`config.mk`:
```
export PLATFORM = sky130hd
export DESIGN_NAME = arm_multicycle_ctrl_flat
export DESIGN_NICKNAME = d
export VERILOG_FILES = /design/src/rtl/arm_ctrl_pkg.sv /design/src/rtl/arm_multicycle_ctrl_if.sv /design/src/rtl/arm_cond_check.sv /design/src/rtl/arm_multicycle_ctrl.sv /design/src/flat_wrapper.sv
export SDC_FILE = /design/constraint.sdc
export NUM_CORES = 1
export LEC_CHECK = 0
export CAP_MARGIN = 20
export CORE_ASPECT_RATIO = 0.5
export CORE_MARGIN = 4
export CORE_UTILIZATION = 27
export CTS_BUF_LIST = sky130_fd_sc_hd__clkbuf_4 sky130_fd_sc_hd__clkbuf_8
export CTS_CLUSTER_SIZE = 16
export DETAILED_ROUTE_END_ITERATION = 16
export GPL_TIMING_DRIVEN = 0
export PLACE_DENSITY = 0.57
export REMOVE_ABC_BUFFERS = 1
export SETUP_SLACK_MARGIN = 0.05
export SYNTH_ARGS = -nofsm -noshare
export SYNTH_HDL_FRONTEND = slang
export SYNTH_SLANG_ARGS = --single-unit
```
`constraint.sdc`:
```
create_clock -name clk -period 2.76 [get_ports clk]
set_input_delay 0.414 -clock clk [delete_from_list [all_inputs] [get_ports clk]]
set_output_delay 0.414 -clock clk [all_outputs]
set_load 0.005 [all_outputs]
```
`src/rtl/arm_ctrl_pkg.sv`:
```
// Shared types and encodings for the multicycle ARM control unit.
package arm_ctrl_pkg;
    localparam int unsigned STATE_W = 4;
    localparam int unsigned SEL_W   = 2;
    localparam int unsigned FLAG_W  = 4;

    typedef enum logic [STATE_W-1:0] {
        FETCH    = 4'd0,
        DECODE   = 4'd1,
        MEMADR   = 4'd2,
        MEMREAD  = 4'd3,
        MEMWB    = 4'd4,
        MEMWRITE = 4'd5,
        EXECUTER = 4'd6,
        EXECUTEI = 4'd7,
        ALUWB    = 4'd8,
        BRANCH   = 4'd9
    } ctrlState_t;

    localparam logic [SEL_W-1:0] IMM_NONE = 2'b00;
    localparam logic [SEL_W-1:0] IMM_DP   = 2'b01;
    localparam logic [SEL_W-1:0] IMM_MEM  = 2'b10;
    localparam logic [SEL_W-1:0] IMM_BR   = 2'b11;

    localparam logic [SEL_W-1:0] ALU_ADD = 2'b00;
    localparam logic [SEL_W-1:0] ALU_SUB = 2'b01;
    localparam logic [SEL_W-1:0] ALU_AND = 2'b10;
    localparam logic [SEL_W-1:0] ALU_ORR = 2'b11;

    localparam logic [SEL_W-1:0] RES_ALUOUT    = 2'b00;
    localparam logic [SEL_W-1:0] RES_DATA      = 2'b01;
    localparam logic [SEL_W-1:0] RES_ALURESULT = 2'b10;

    localparam logic [SEL_W-1:0] SRCB_REG  = 2'b00;
    localparam logic [SEL_W-1:0] SRCB_IMM  = 2'b01;
    localparam logic [SEL_W-1:0] SRCB_FOUR = 2'b10;

    localparam logic [1:0] OP_DP  = 2'b00;
    localparam logic [1:0] OP_MEM = 2'b01;
    localparam logic [1:0] OP_BR  = 2'b10;

    localparam logic [3:0] CMD_AND = 4'b0000;
    localparam logic [3:0] CMD_SUB = 4'b0010;
    localparam logic [3:0] CMD_ADD = 4'b0100;
    localparam logic [3:0] CMD_CMP = 4'b1010;
    localparam logic [3:0] CMD_ORR = 4'b1100;

    localparam logic [3:0] COND_EQ = 4'h0;
    localparam logic [3:0] COND_NE = 4'h1;
    localparam logic [3:0] COND_CS = 4'h2;
    localparam logic [3:0] COND_CC = 4'h3;
    localparam logic [3:0] COND_MI = 4'h4;
    localparam logic [3:0] COND_PL = 4'h5;
    localparam logic [3:0] COND_VS = 4'h6;
    localparam logic [3:0] COND_VC = 4'h7;
    localparam logic [3:0] COND_HI = 4'h8;
    localparam logic [3:0] COND_LS = 4'h9;
    localparam logic [3:0] COND_GE = 4'hA;
    localparam logic [3:0] COND_LT = 4'hB;
    localparam logic [3:0] COND_GT = 4'hC;
    localparam logic [3:0] COND_LE = 4'hD;
    localparam logic [3:0] COND_AL = 4'hE;

    // Extension format implied by the instruction class.
    function automatic logic [SEL_W-1:0] immFromOp(input logic [1:0] op);
        case (op)
            OP_DP:   return IMM_DP;
            OP_MEM:  return IMM_MEM;
            OP_BR:   return IMM_BR;
            default: return IMM_NONE;
        endcase
    endfunction
endpackage

```
`src/rtl/arm_multicycle_ctrl_if.sv`:
```
// Instruction fields in, datapath controls out, between controller and datapath.
interface arm_multicycle_ctrl_if;
    import arm_ctrl_pkg::*;

    logic [3:0]        Cond;
    logic [1:0]        Op;
    logic [5:0]        Funct;
    logic [3:0]        Rd;
    logic [FLAG_W-1:0] ALUFlags;

    logic              PCWrite;
    logic              MemWrite;
    logic              RegWrite;
    logic              IRWrite;
    logic              AdrSrc;
    logic [SEL_W-1:0]  ResultSrc;
    logic              ALUSrcA;
    logic [SEL_W-1:0]  ALUSrcB;
    logic [SEL_W-1:0]  ImmSrc;
    logic [1:0]        RegSrc;
    logic [SEL_W-1:0]  ALUControl;
    logic [FLAG_W-1:0] Flags;

    modport master (
        input  Cond, Op, Funct, Rd, ALUFlags,
        output PCWrite, MemWrite, RegWrite, IRWrite, AdrSrc, ResultSrc,
               ALUSrcA, ALUSrcB, ImmSrc, RegSrc, ALUControl, Flags
    );

    modport slave (
        output Cond, Op, Funct, Rd, ALUFlags,
        input  PCWrite, MemWrite, RegWrite, IRWrite, AdrSrc, ResultSrc,
               ALUSrcA, ALUSrcB, ImmSrc, RegSrc, ALUControl, Flags
    );
endinterface

```
`src/rtl/arm_cond_check.sv`:
```
// Condition evaluation against the NZCV register, and the split NZ/CV flag update.
module arm_cond_check
    import arm_ctrl_pkg::*;
(
    input  logic              clk,
    input  logic              reset_n,
    input  logic [3:0]        Cond,
    input  logic [FLAG_W-1:0] ALUFlags,
    input  logic [1:0]        FlagW,
    output logic              CondEx,
    output logic [FLAG_W-1:0] Flags
);
    logic n, z, c, v;
    assign {n, z, c, v} = Flags;

    always_comb begin
        CondEx = 1'b0;
        case (Cond)
            COND_EQ: CondEx = z;
            COND_NE: CondEx = !z;
            COND_CS: CondEx = c;
            COND_CC: CondEx = !c;
            COND_MI: CondEx = n;
            COND_PL: CondEx = !n;
            COND_VS: CondEx = v;
            COND_VC: CondEx = !v;
            COND_HI: CondEx = c && !z;
            COND_LS: CondEx = !c || z;
            COND_GE: CondEx = (n == v);
            COND_LT: CondEx = (n != v);
            COND_GT: CondEx = !z && (n == v);
            COND_LE: CondEx = z || (n != v);
            COND_AL: CondEx = 1'b1;
            default: CondEx = 1'b0;
        endcase
    end

    // FlagW[1] updates N,Z; FlagW[0] updates C,V.
    always_ff @(posedge clk or negedge reset_n) begin
        if (!reset_n) begin
            Flags <= '0;
        end else begin
            if (FlagW[1]) Flags[3:2] <= ALUFlags[3:2];
            if (FlagW[0]) Flags[1:0] <= ALUFlags[1:0];
        end
    end
endmodule

```
`src/rtl/arm_multicycle_ctrl.sv`:
```
// Multicycle ARM main FSM, ALU decoder and conditional write gating.
module arm_multicycle_ctrl
    import arm_ctrl_pkg::*;
(
    input  logic                  clk,
    input  logic                  reset_n,
    arm_multicycle_ctrl_if.master ctrl
);
    ctrlState_t       state, nextState;
    logic             condEx;
    logic [1:0]       flagW;
    logic             nextPc, branch, regWriteRaw, memWriteRaw, irWrite;
    logic             adrSrc, aluSrcA, pcs;
    logic [SEL_W-1:0] resultSrc, aluSrcB, immSrc, aluControl, aluDecCtrl;
    logic             cmdKnown, cmdArith, isCmp;
    logic [3:0]       cmd;

    assign cmd = ctrl.Funct[4:1];

    always_ff @(posedge clk or negedge reset_n) begin
        if (!reset_n) state <= FETCH;
        else          state <= nextState;
    end

    always_comb begin
        nextState = FETCH;
        case (state)
            FETCH:    nextState = DECODE;
            DECODE: begin
                case (ctrl.Op)
                    OP_MEM:  nextState = MEMADR;
                    OP_DP:   nextState = ctrl.Funct[5] ? EXECUTEI : EXECUTER;
                    OP_BR:   nextState = BRANCH;
                    default: nextState = FETCH;
                endcase
            end
            MEMADR:   nextState = ctrl.Funct[0] ? MEMREAD : MEMWRITE;
            MEMREAD:  nextState = MEMWB;
            EXECUTER: nextState = ALUWB;
            EXECUTEI: nextState = ALUWB;
            default:  nextState = FETCH;
        endcase
    end

    // Unknown commands fall back to ADD with no flag update.
    always_comb begin
        aluDecCtrl = ALU_ADD;
        cmdKnown   = 1'b1;
        cmdArith   = 1'b0;
        isCmp      = 1'b0;
        case (cmd)
            CMD_ADD: cmdArith = 1'b1;
            CMD_SUB: begin aluDecCtrl = ALU_SUB; cmdArith = 1'b1; end
            CMD_AND: aluDecCtrl = ALU_AND;
            CMD_ORR: aluDecCtrl = ALU_ORR;
            CMD_CMP: begin aluDecCtrl = ALU_SUB; cmdArith = 1'b1; isCmp = 1'b1; end
            default: cmdKnown = 1'b0;
        endcase
    end

    always_comb begin
        nextPc      = 1'b0;
        branch      = 1'b0;
        regWriteRaw = 1'b0;
        memWriteRaw = 1'b0;
        irWrite     = 1'b0;
        adrSrc      = 1'b0;
        resultSrc   = RES_ALURESULT;
        aluSrcA     = 1'b1;
        aluSrcB     = SRCB_FOUR;
        immSrc      = IMM_NONE;
        aluControl  = ALU_ADD;
        flagW       = 2'b00;
        case (state)
            FETCH:    begin irWrite = 1'b1; nextPc = 1'b1; end
            DECODE:   immSrc = immFromOp(ctrl.Op);
            MEMADR:   begin aluSrcA = 1'b0; aluSrcB = SRCB_IMM; immSrc = IMM_MEM; end
            MEMREAD:  begin adrSrc = 1'b1; resultSrc = RES_ALUOUT; end
            MEMWB:    begin resultSrc = RES_DATA; regWriteRaw = 1'b1; end
            MEMWRITE: begin adrSrc = 1'b1; memWriteRaw = 1'b1; end
            EXECUTER: begin aluSrcA = 1'b0; aluSrcB = SRCB_REG; aluControl = aluDecCtrl; end
            EXECUTEI: begin
                aluSrcA    = 1'b0;
                aluSrcB    = SRCB_IMM;
                immSrc     = IMM_DP;
                aluControl = aluDecCtrl;
            end
            ALUWB: begin
                resultSrc   = RES_ALUOUT;
                regWriteRaw = !isCmp;
                aluControl  = aluDecCtrl;
                flagW       = {2{ctrl.Funct[0] & condEx}} & {cmdKnown, cmdArith};
            end
            BRANCH: begin
                aluSrcA = 1'b0;
                aluSrcB = SRCB_IMM;
                immSrc  = IMM_BR;
                branch  = 1'b1;
            end
            default: ;
        endcase
    end

    // Enables are forced low while reset is held so nothing writes mid-reset.
    assign pcs            = branch | (regWriteRaw & (ctrl.Rd == 4'hF));
    assign ctrl.PCWrite   = reset_n & (nextPc | (pcs & condEx));
    assign ctrl.RegWrite  = reset_n & regWriteRaw & condEx;
    assign ctrl.MemWrite  = reset_n & memWriteRaw & condEx;
    assign ctrl.IRWrite   = reset_n & irWrite;
    assign ctrl.AdrSrc    = adrSrc;
    assign ctrl.ResultSrc = resultSrc;
    assign ctrl.ALUSrcA   = aluSrcA;
    assign ctrl.ALUSrcB   = aluSrcB;
    assign ctrl.ImmSrc    = immSrc;
    assign ctrl.ALUControl = aluControl;
    assign ctrl.RegSrc    = {(ctrl.Op == OP_MEM) & !ctrl.Funct[0], ctrl.Op == OP_BR};

    arm_cond_check uCondCheck (
        .clk      (clk),
        .reset_n  (reset_n),
        .Cond     (ctrl.Cond),
        .ALUFlags (ctrl.ALUFlags),
        .FlagW    (flagW),
        .CondEx   (condEx),
        .Flags    (ctrl.Flags)
    );
endmodule

```
`src/flat_wrapper.sv`:
```
// flat-port wrapper written by rule: the top's interface ports become plain ports
module arm_multicycle_ctrl_flat import arm_ctrl_pkg::*;
  (clk, reset_n, ctrl_Cond, ctrl_Op, ctrl_Funct, ctrl_Rd, ctrl_ALUFlags, ctrl_PCWrite, ctrl_MemWrite, ctrl_RegWrite, ctrl_IRWrite, ctrl_AdrSrc, ctrl_ResultSrc, ctrl_ALUSrcA, ctrl_ALUSrcB, ctrl_ImmSrc, ctrl_RegSrc, ctrl_ALUControl, ctrl_Flags);
  arm_multicycle_ctrl_if ctrl_i ();
  input  logic clk;
  input  logic reset_n;
  input wire logic [$bits(ctrl_i.Cond)-1:0] ctrl_Cond;
  input wire logic [$bits(ctrl_i.Op)-1:0] ctrl_Op;
  input wire logic [$bits(ctrl_i.Funct)-1:0] ctrl_Funct;
  input wire logic [$bits(ctrl_i.Rd)-1:0] ctrl_Rd;
  input wire logic [$bits(ctrl_i.ALUFlags)-1:0] ctrl_ALUFlags;
  output wire logic [$bits(ctrl_i.PCWrite)-1:0] ctrl_PCWrite;
  output wire logic [$bits(ctrl_i.MemWrite)-1:0] ctrl_MemWrite;
  output wire logic [$bits(ctrl_i.RegWrite)-1:0] ctrl_RegWrite;
  output wire logic [$bits(ctrl_i.IRWrite)-1:0] ctrl_IRWrite;
  output wire logic [$bits(ctrl_i.AdrSrc)-1:0] ctrl_AdrSrc;
  output wire logic [$bits(ctrl_i.ResultSrc)-1:0] ctrl_ResultSrc;
  output wire logic [$bits(ctrl_i.ALUSrcA)-1:0] ctrl_ALUSrcA;
  output wire logic [$bits(ctrl_i.ALUSrcB)-1:0] ctrl_ALUSrcB;
  output wire logic [$bits(ctrl_i.ImmSrc)-1:0] ctrl_ImmSrc;
  output wire logic [$bits(ctrl_i.RegSrc)-1:0] ctrl_RegSrc;
  output wire logic [$bits(ctrl_i.ALUControl)-1:0] ctrl_ALUControl;
  output wire logic [$bits(ctrl_i.Flags)-1:0] ctrl_Flags;
  assign ctrl_i.Cond = ctrl_Cond;
  assign ctrl_i.Op = ctrl_Op;
  assign ctrl_i.Funct = ctrl_Funct;
  assign ctrl_i.Rd = ctrl_Rd;
  assign ctrl_i.ALUFlags = ctrl_ALUFlags;
  assign ctrl_PCWrite = ctrl_i.PCWrite;
  assign ctrl_MemWrite = ctrl_i.MemWrite;
  assign ctrl_RegWrite = ctrl_i.RegWrite;
  assign ctrl_IRWrite = ctrl_i.IRWrite;
  assign ctrl_AdrSrc = ctrl_i.AdrSrc;
  assign ctrl_ResultSrc = ctrl_i.ResultSrc;
  assign ctrl_ALUSrcA = ctrl_i.ALUSrcA;
  assign ctrl_ALUSrcB = ctrl_i.ALUSrcB;
  assign ctrl_ImmSrc = ctrl_i.ImmSrc;
  assign ctrl_RegSrc = ctrl_i.RegSrc;
  assign ctrl_ALUControl = ctrl_i.ALUControl;
  assign ctrl_Flags = ctrl_i.Flags;
  arm_multicycle_ctrl u_core (.clk(clk), .reset_n(reset_n), .ctrl(ctrl_i));
endmodule
```
; After elaboration in Yosys (flattened, before gate mapping)
; Cells that the tools add are included.
[op_classes]
mux = 21
n_reduce_logical = 23
bitwise_logic = 13
eq_ne = 32
[op_table]
columns = cell, count
row1 = $eq A4 B4 Y1 const B, 12
row2 = $eq A4 B3 Y1 const B, 9
row3 = $eq A4 B2 Y1 const B, 5
row4 = $pmux W4 S5, 1
row5 = $pmux W1 S15, 1
row6 = $logic_not A4 Y1, 3
row7 = $pmux W2 S3, 2
row8 = $pmux W4 S3, 1
row9 = $and A1 B1 Y1, 10
row10 = $mux W1, 9
row11 = $reduce_or A3 Y1, 3
row12 = $eq A4 B1 Y1 const B, 2
row13 = $pmux W2 S2, 2
row14 = $pmux W2 S4, 1
row15 = $reduce_or A2 Y1, 4
row16 = $logic_not A1 Y1, 6
row17 = $reduce_or A5 Y1, 1
row18 = $mux W2, 2
row19 = $reduce_or A4 Y1, 1
row20 = $mux W3, 1
row21 = $and A2 B2 Y2, 1
row22 = $eq A2 B1 Y1 const B, 1
row23 = $eq A2 B2 Y1 const B, 1
row24 = $logic_and A1 B1 Y1, 2
row25 = other kinds (6), 8
[totals]
inputBits = 22
regBits = 8

; Depth between registers and ports, before layout
[logic_depth]
word_depth = 9
depth_mapped = 7
mapped_depth_nobuf = 6

; By module
; A second synthesis with hierarchy kept.
[hier_totals]
cells_unflattened = 118
hier_area_um2 = 989.7
[modules_own_cells]
columns = mod, instances, seq_area_each_um2, area_per_inst_um2, cells_each
row1 = arm_multicycle_ctrl, 1, 100.1, 648.1, 82
row2 = arm_cond_check, 1, 100.1, 341.6, 36

; Least setup slack after synthesis
; No wires, ideal clock.
[synth_timing]
path_type = input-to-output
start = input port ctrl_Cond[2]
end = output port ctrl_PCWrite
n_path_buf = 1
path_slack_ns = 0.605
required_time_ns = 2.346
arrival_time_ns = 1.741
cell_stages = 7
path_cell_list = buf_2 > nor3b_1 > a31oi_1 > a311o_1 > a221oi_2 > nand2b_1 > o21bai_1
[synth_via]
elab_chain_cells = 5
[synth_rtl]
columns = item, line
row1 = "start, declared", flat_wrapper.sv:7  ; input wire logic [$bits(ctrl_i.Cond)-1:0] ctrl_Cond;
row2 = "$eq A4 B4 Y1, or another cell as far along", arm_cond_check.sv:18  ; case (Cond)
row3 = $pmux W1 S15 *, arm_cond_check.sv:18
row4 = $and A1 B1 Y1 *, arm_multicycle_ctrl.sv:106  ; assign ctrl.PCWrite = reset_n & (nextPc | (pcs & condEx));
row5 = $or A1 B1 Y1 *, arm_multicycle_ctrl.sv:106
row6 = $and A1 B1 Y1 *, arm_multicycle_ctrl.sv:106
row7 = "end, declared", flat_wrapper.sv:12  ; output wire logic [$bits(ctrl_i.PCWrite)-1:0] ctrl_PCWrite;
; Mark *: on every way between the ends. The rest lies on a longest branch, timed or not.

; Worst setup path after layout
[layout_timing]
start = register u_core.uCondCheck.Flags[0]
end = output port ctrl_RegWrite
[layout_via]
elab_chain_cells = 4
[layout_rtl]
columns = item, line
row1 = "start, declared", arm_cond_check.sv:11  ; output logic [FLAG_W-1:0] Flags
row2 = "start signal, assigned", arm_cond_check.sv:44  ; if (FlagW[0]) Flags[1:0] <= ALUFlags[1:0];
row3 = $ne A1 B1 Y1 or $eq A1 B1 Y1 (tied branches), -
row4 = $logic_or A1 B1 Y1 or $logic_and A1 B1 Y1 (tied branches), "arm_cond_check.sv:32, arm_cond_check.sv:31"
row5 = $pmux W1 S15 *, arm_cond_check.sv:18
row6 = $and A1 B1 Y1 *, arm_multicycle_ctrl.sv:107  ; assign ctrl.RegWrite = reset_n & regWriteRaw & condEx;
row7 = "end, declared", flat_wrapper.sv:14  ; output wire logic [$bits(ctrl_i.RegWrite)-1:0] ctrl_RegWrite;
; Marked as above.

==> impl_metrics.env <==
export IMPL_yosysSeqAreaShare_pct=21.89
export IMPL_slew_viol_final=0
export IMPL_slew_headroom_pct=66.18
export IMPL_hold_slack_ps=510.2
export IMPL_wl_um=2628
export IMPL_vdd_drop_max_uv=256.8
export IMPL_nets=192
export IMPL_report_final_hold_viol_count=0
export IMPL_dieWidth_um=90.31
export IMPL_fin_skew_ps=2.370
export IMPL_cp_required_ps=2350
export IMPL_grt_pass1_vias=927
export IMPL_groute_usage_overall_pct=11.62
export IMPL_hold_class="in -> async"
export IMPL_drv_cap=0
export IMPL_dpl_worst_slack_ps=-428.8
export IMPL_clockRootBuffer="clkbuf_8"
export IMPL_synth_area_sq_um=914.6
export IMPL_power_mw=1.014
export IMPL_nFillCells=330
export IMPL_fin_ws_ps=151.5
export IMPL_utilization_pct=46.83
export IMPL_num_antenna_cells=0
export IMPL_worst_path_max_fanout=3
export IMPL_cts_buffers_inserted=3
export IMPL_place_hpwl_um=2016
export IMPL_cts_sinks=8
export IMPL_ios=42
export IMPL_core_area_sq_um=3118
export IMPL_synthToLayoutAreaGrowth_pct=59.64
export IMPL_syn_avg_cell_area_sq_um=7.686
export IMPL_period_minus_slack_ps=2608
export IMPL_synth_edf_count=0
export IMPL_fmax_mhz=383.4
export IMPL_io_buffer_count=41
export IMPL_leakagePower_nw=0.6010
export IMPL_postCtsHoldBufs=0
export IMPL_dieArea_sq_um=4439
export IMPL_start_util_pct=29.33
export IMPL_htree_levels=1
export IMPL_reg2reg_depth=9
export IMPL_power_density_nw_per_um2=694.7
export IMPL_drt_pass1_iter_count=4
export IMPL_grt_max_degree=18
export IMPL_antenna_left=0
export IMPL_synth_seq_cells=8
export IMPL_crit_path_end_kind="output port"
export IMPL_async_flop_share_pct=100.0
export IMPL_wirelength_met1_um=1218
export IMPL_die_y_um=49.16
export IMPL_synth_cells=119
export IMPL_route_detailed_drc=0
export IMPL_wl_met3_um=144
export IMPL_vias=1021
export IMPL_rows=14
export IMPL_wire_per_inst_um=13.01
export IMPL_status="completed"
export IMPL_wl_met2_um=1266
export IMPL_grt_overflow_total=0
export IMPL_viasPerCell=5.054
export IMPL_fin_tns_setup_ps=0
export IMPL_layout_drive_gt1_share_pct=16.67
export IMPL_cts_tree="built"
export IMPL_startpoint_type="flip-flop"
export IMPL_drt_first_iter_violations=26
export IMPL_critPathKind="reg -> out"
export IMPL_cts_reportedPaths_clkPinSlew_ps=40
export IMPL_yosys_cell_types_count=42
export IMPL_fin_crit_sh_pct=94.51
export IMPL_setup_viol=0
export IMPL_worstPathArrival_ps=2190
export IMPL_highest_layer="met3"
export IMPL_grt_pass1_wl_um=4319
export IMPL_place_congestion=0.7784
export IMPL_antenna_found_initial=0
export IMPL_clock_latency_ps=220
export IMPL_synth_ff_type="dfrtp_1"
export IMPL_rsz0062_at_grt="true"
export IMPL_synth_warnings=0
export IMPL_clockBufferDepth=2
export IMPL_worst_slew_pin_slew_ps=507.3
==> critical path, cell delays in order (launching register included) <==
cell and delay, ps:
dfrtp_2 430, xnor2_2 170, buf_4 140, a311oi_2 250, o31ai_1 120, a221oi_2 320, nand2b_4 190, nor4_1 60
dlygate4sd2_1 290
==> cells in the final DEF, fill, tap and decap left out, types with 2 or more instances in the layout <==
master,netlist,layout
clkdlybuf4s50_1,0,32
nor2_1,14,14
a21oi_1,10,10
nor3_1,9,9
dlygate4sd2_1,0,7
buf_4,0,7
nand2_1,6,6
ha_1,6,6
inv_1,7,5
dfrtp_1,8,5
nand2b_1,5,4
a31oi_1,4,4
o21ai_0,3,3
nor3b_1,4,3
mux2_1,3,3
clkbuf_8,0,3
dfrtp_2,0,3
inv_2,0,2
nor2b_1,2,2
o31ai_1,2,2
xor2_1,2,2
or3b_2,2,2
clkdlybuf4s15_2,0,2
==> state kept, by name, indices dropped and copies added (netlist names) <==
signal	count
u_core.uCondCheck.Flags	4
u_core.state	4
==> kinds of logic (layout without fill, tap and decap cells) <==
logic type	count (synthesis)	in the layout	synth area share [%]
xor gates and xnor gates	4	4	3.831
DFF	8	8	21.89
and+or+nand+nor	50	50	29.69
AOI/OAI and AO/OA	31	31	23.94
buffers and inverters	15	58	6.429
adders and majority gates	6	6	8.208
muxes	5	5	6.019
==> where the power goes <==
group | switching [mW] | leakage, nW | internal [mW]
Combinational | 0.256 | 0.477 | 0.353
Sequential | 0.108 | 0.102 | 0.161
Clock | 0.0417 | 0.0216 | 0.0941
==> cells in the mapped netlist, drive strengths merged (3+ instances only) <==
| master | instances | area (sq um) |
|---|---|---|
| nor2 | 14 | 52.55 |
| a21oi | 10 | 50.05 |
| nor3 | 9 | 45.04 |
| dfrtp | 8 | 200.2 |
| clkbuf | 7 | 27.52 |
| inv | 7 | 26.28 |
| ha | 6 | 75.07 |
| nand2 | 6 | 22.52 |
| nand2b | 5 | 31.28 |
| a31oi | 4 | 25.02 |
| mux2 | 4 | 45.04 |
| nor3b | 4 | 30.03 |
| o21ai | 3 | 15.01 |
==> metal layers <==
layer	track usage [%]	up-vias
met3	2.928	0
li1	-	517
met2	19.65	24
met1	14.93	480
met4	2.792	0
met5	0	-
==> final cells by class <==
type | instances | area [sq um] | share of cell area [%]
Tap cell | 40 | 50.05 | 3.428
Multi-Input combinational cell | 96 | 681.9 | 46.70
Sequential cell | 8 | 203.9 | 13.97
Inverter | 7 | 26.28 | 1.799
Timing Repair Buffer | 48 | 456.7 | 31.28
Clock buffer | 3 | 41.29 | 2.828
==> through the flow <==
step	area (sq um)	std cells
finish	1460	202
global route	1460	202
CTS	1451	201
detailed placement	1343	192
global placement	1343	192
floorplan	882.1	111
==> worst paths after layout <==
| path | from | to | slack, ps |
|---|---|---|---|
| setup / recovery | u_core.uCondCheck.Flags[0] | ctrl_RegWrite | 150 |
| hold / removal | reset_n | u_core.state[3] | 510 |
| setup reg to reg | u_core.uCondCheck.Flags[0] | u_core.uCondCheck.Flags[2] | 380 |
| hold reg to reg | u_core.uCondCheck.Flags[1] | u_core.uCondCheck.Flags[1] | 570 |
| max in group asynchronous | reset_n | u_core.uCondCheck.Flags[3] | 1910 |
| min in group clk | u_core.uCondCheck.Flags[1] | u_core.uCondCheck.Flags[1] | 570 |
==> repair_timing <==
action | in CTS | in global routing
endpoints found under the setup margin | 3 | 4
resized for setup | 19 | 3
pin swaps | 5 | 1
setup buffers | 6 | 1
(Power assumes the default switching activity.)
==> RTL change, RTL diff (config.mk and constraints unchanged) <==
Set the package constant `SEL_W` to 4 (it was 2).
--- a/src/rtl/arm_ctrl_pkg.sv
+++ b/src/rtl/arm_ctrl_pkg.sv
@@ -2,5 +2,5 @@
 package arm_ctrl_pkg;
     localparam int unsigned STATE_W = 4;
-    localparam int unsigned SEL_W   = 2;
+    localparam int unsigned SEL_W   = 4;
     localparam int unsigned FLAG_W  = 4;
 
Interface: changed (resized ctrl_ALUControl, ctrl_ALUSrcB, ctrl_ImmSrc and ctrl_ResultSrc); port bits go from 42 to 50. No check against the original RTL was run, so the function may have changed too.
==> RTL change against the original RTL <==
Die area rose by 14%; critical endpoint is now ctrl_MemWrite; synthesized cell count up 15%; worst setup slack gained 0.020 ns; cell area is 8.2% higher; total power grew 0.63%; sequential cell count did not move; critical path type unchanged; maximum frequency up 0.76%; routed wire length grew 11%; clock skew down 0.0015 ns; area after synthesis is 16% higher.
==> RTL change: results (changes against the original RTL) <==
* Sw frac at 40.7% (was 40.0%)
* Met1 Wirelength at 1310 um (was 1220 um)
* Worst Hold Class: in2async (unchanged)
* Worst EP arrival at 2.17 ns (was 2.19 ns)
* R2R Path Start: u_core.state[1] (was u_core.uCondCheck.Flags[0])
* Final nets at 205 (was 192)
* PortBufs at 41 (unchanged)
* Maximum VDD drop at 0.353 mV (was 0.257 mV)
* Antenna diodes at 0 (unchanged)
* Initial DRC count at 27 (was 26)
* Top routing layer in use: met4 (was met3)
* Crit path launch: u_core.uCondCheck.Flags[3] (was u_core.uCondCheck.Flags[0])
* Family with the most delay on the worst path: buffers and inverters (was compound AO/OA/AOI/OAI gates)
* Clock transition at path regs at 0.04 ns (about the same)
* CTS max path bufs at 2 (unchanged)
* First-pass GRT wire length at 4820 um (was 4320 um)
* Vias in the first global route at 1,103 (was 927)
* Met2 routed wirelength at 1470 um (was 1270 um)
* Post-synthesis sequential area ratio at 18.8% (was 21.9%)
* Max incr delay on CP at 0.52 ns (was 0.43 ns)
* Initial antenna violation count at 0 (unchanged)
* CP max FO at 3 (unchanged)
* Layout cell share with drive strength beyond 1 at 14.3% (was 16.7%)
* Yosys cell types at 43 (was 42)
* Synth area leaders: dfrtp_1 (19%), ha_1 (7.1%), buf_4 (5.6%) (was dfrtp_1 (22%), ha_1 (8.2%), nor2_1 (5.7%))
* CTS root buffer: clkbuf_8 (unchanged)
* Drt pass-1 iters at 4 (unchanged)
* Syn. warnings at 0 (unchanged)
* Top flop regs: u_core.state: 4 flops, u_core.uCondCheck.Flags: 4 flops (unchanged)
* Filler cells at 368 (was 330)
* LEAKAGE at 0.696 nW (was 0.601 nW)
* Dpl ws at -0.502 ns (was -0.429 ns)
* Clk_lat worst skew at between 0.2 and 0.25 ns
* Outcome: finished clean (unchanged)
* Worst path slowest cell: clkdlybuf4s50_1 (was dfrtp_2)
* Post-synth top cells: nor2_1 (15), buf_4 (8), dfrtp_1 (8), nand2b_1 (8) (was nor2_1 (14), a21oi_1 (10), nor3_1 (9), dfrtp_1 (8), inv_1 (7))
* Synth async-reset ratio at 100% (unchanged)
* Global placement routability congestion at 0.744 (was 0.778)
* H-tree levels at 1 (unchanged)
* GR Util All Layers at 11.4% (was 11.6%)
* Avg WL per Cell at 12.9 um (was 13.0 um)
* Met3 wire len at 132 um (was 144 um)
* Clk_skew at 0.000842 ns (was 0.00237 ns)
* Cts bufs inserted at 3 (unchanged)
* Largest net degree at the start of global routing at 17 (was 18)
* Via-to-Cell Ratio at 4.85 (was 5.05)
* Detailed Place HPWL at 2240 um (was 2020 um)
-- RTL change: changes by cell type after synthesis, moves of 3 or more --
| cell | delta |
|---|---|
| buf_4 | +8 |
| a21oi_1 | -4 |
| inv_1 | -4 |
| a31oi_1 | +3 |
| inv_2 | +3 |
| nand2b_1 | +3 |
| nor3_1 | -3 |
-- RTL change: cell type report --
class / instances / area [sq um] / area share [%]
repair buffers: 44 / 430 / 27.2
clock buffers: 3 / 41.3 / 2.61
well taps: 51 / 63.8 / 4.04
flip-flops and latches: 8 / 201 / 12.7
multi-input cells: 114 / 821 / 51.9
inverters: 6 / 22.5 / 1.43
-- RTL change: kinds of logic (layout without fill, tap and decap cells) --
| family | count (synthesis) | after routing | synth area share (%) |
|---|---|---|---|
| fa+ha+maj | 6 | 6 | 7.06 |
| mux | 5 | 5 | 5.18 |
| buf+inv | 22 | 53 | 13.1 |
| other cells | 1 | 8 | 0.353 |
| flops | 8 | 8 | 18.8 |
| xor+xnor | 5 | 5 | 4.12 |
| simple gates | 57 | 57 | 29.4 |
| compound gates | 33 | 33 | 22.0 |
-- RTL change: power by group through the flow --
stage	Sequential, W	Clock (W)	Combinational, W
final	0.000270	0.000138	0.000612
after global routing	0.000282	0.000153	0.000677
after CTS	0.000274	0.000143	0.000582
after detailed placement	0.000270	0	0.000560
after global placement	0.000268	0	0.000553
after floorplan	0.000241	0	0.000295
-- RTL change: path summary, 6_finish.rpt --
check / endpoint / slack, ns / depth (start not counted)
max: ctrl_MemWrite / 0.17 / 6
min: u_core.state[3] / 0.11 / 1
max reg2reg: u_core.uCondCheck.Flags[1] / 0.84 / 5
min reg2reg: u_core.uCondCheck.Flags[1] / 0.56 / 1
max in group asynchronous: u_core.uCondCheck.Flags[3] / 2.33 / 1
min in group clk: u_core.uCondCheck.Flags[1] / 0.56 / 1
-- RTL change: timing repair --
item                                    CTS  global route
gates resized for setup                  19            16
buffers inserted                          0             3
pin swaps                                 4             4
hold buffers                              0             0
endpoints found under the setup margin    3             4
-- RTL change: routing by layer --
| layer | GRT usage, % | vias up |
|---|---|---|
| met5 | 0 | - |
| met4 | 3.03 | 0 |
| met3 | 2.66 | 2 |
| met2 | 21.5 | 29 |
| met1 | 13.3 | 520 |
| li1 | - | 546 |
-- RTL change: metrics by stage --
stage,cells,area (sq um),power [W]
2_1_floorplan,128,973,0.000536
3_3_place_gp,220,1450,0.000821
3_5_place_dp,220,1450,0.000830
4_1_cts,223,1540,0.000999
5_1_grt,226,1580,0.00111
6_report,226,1580,0.00102
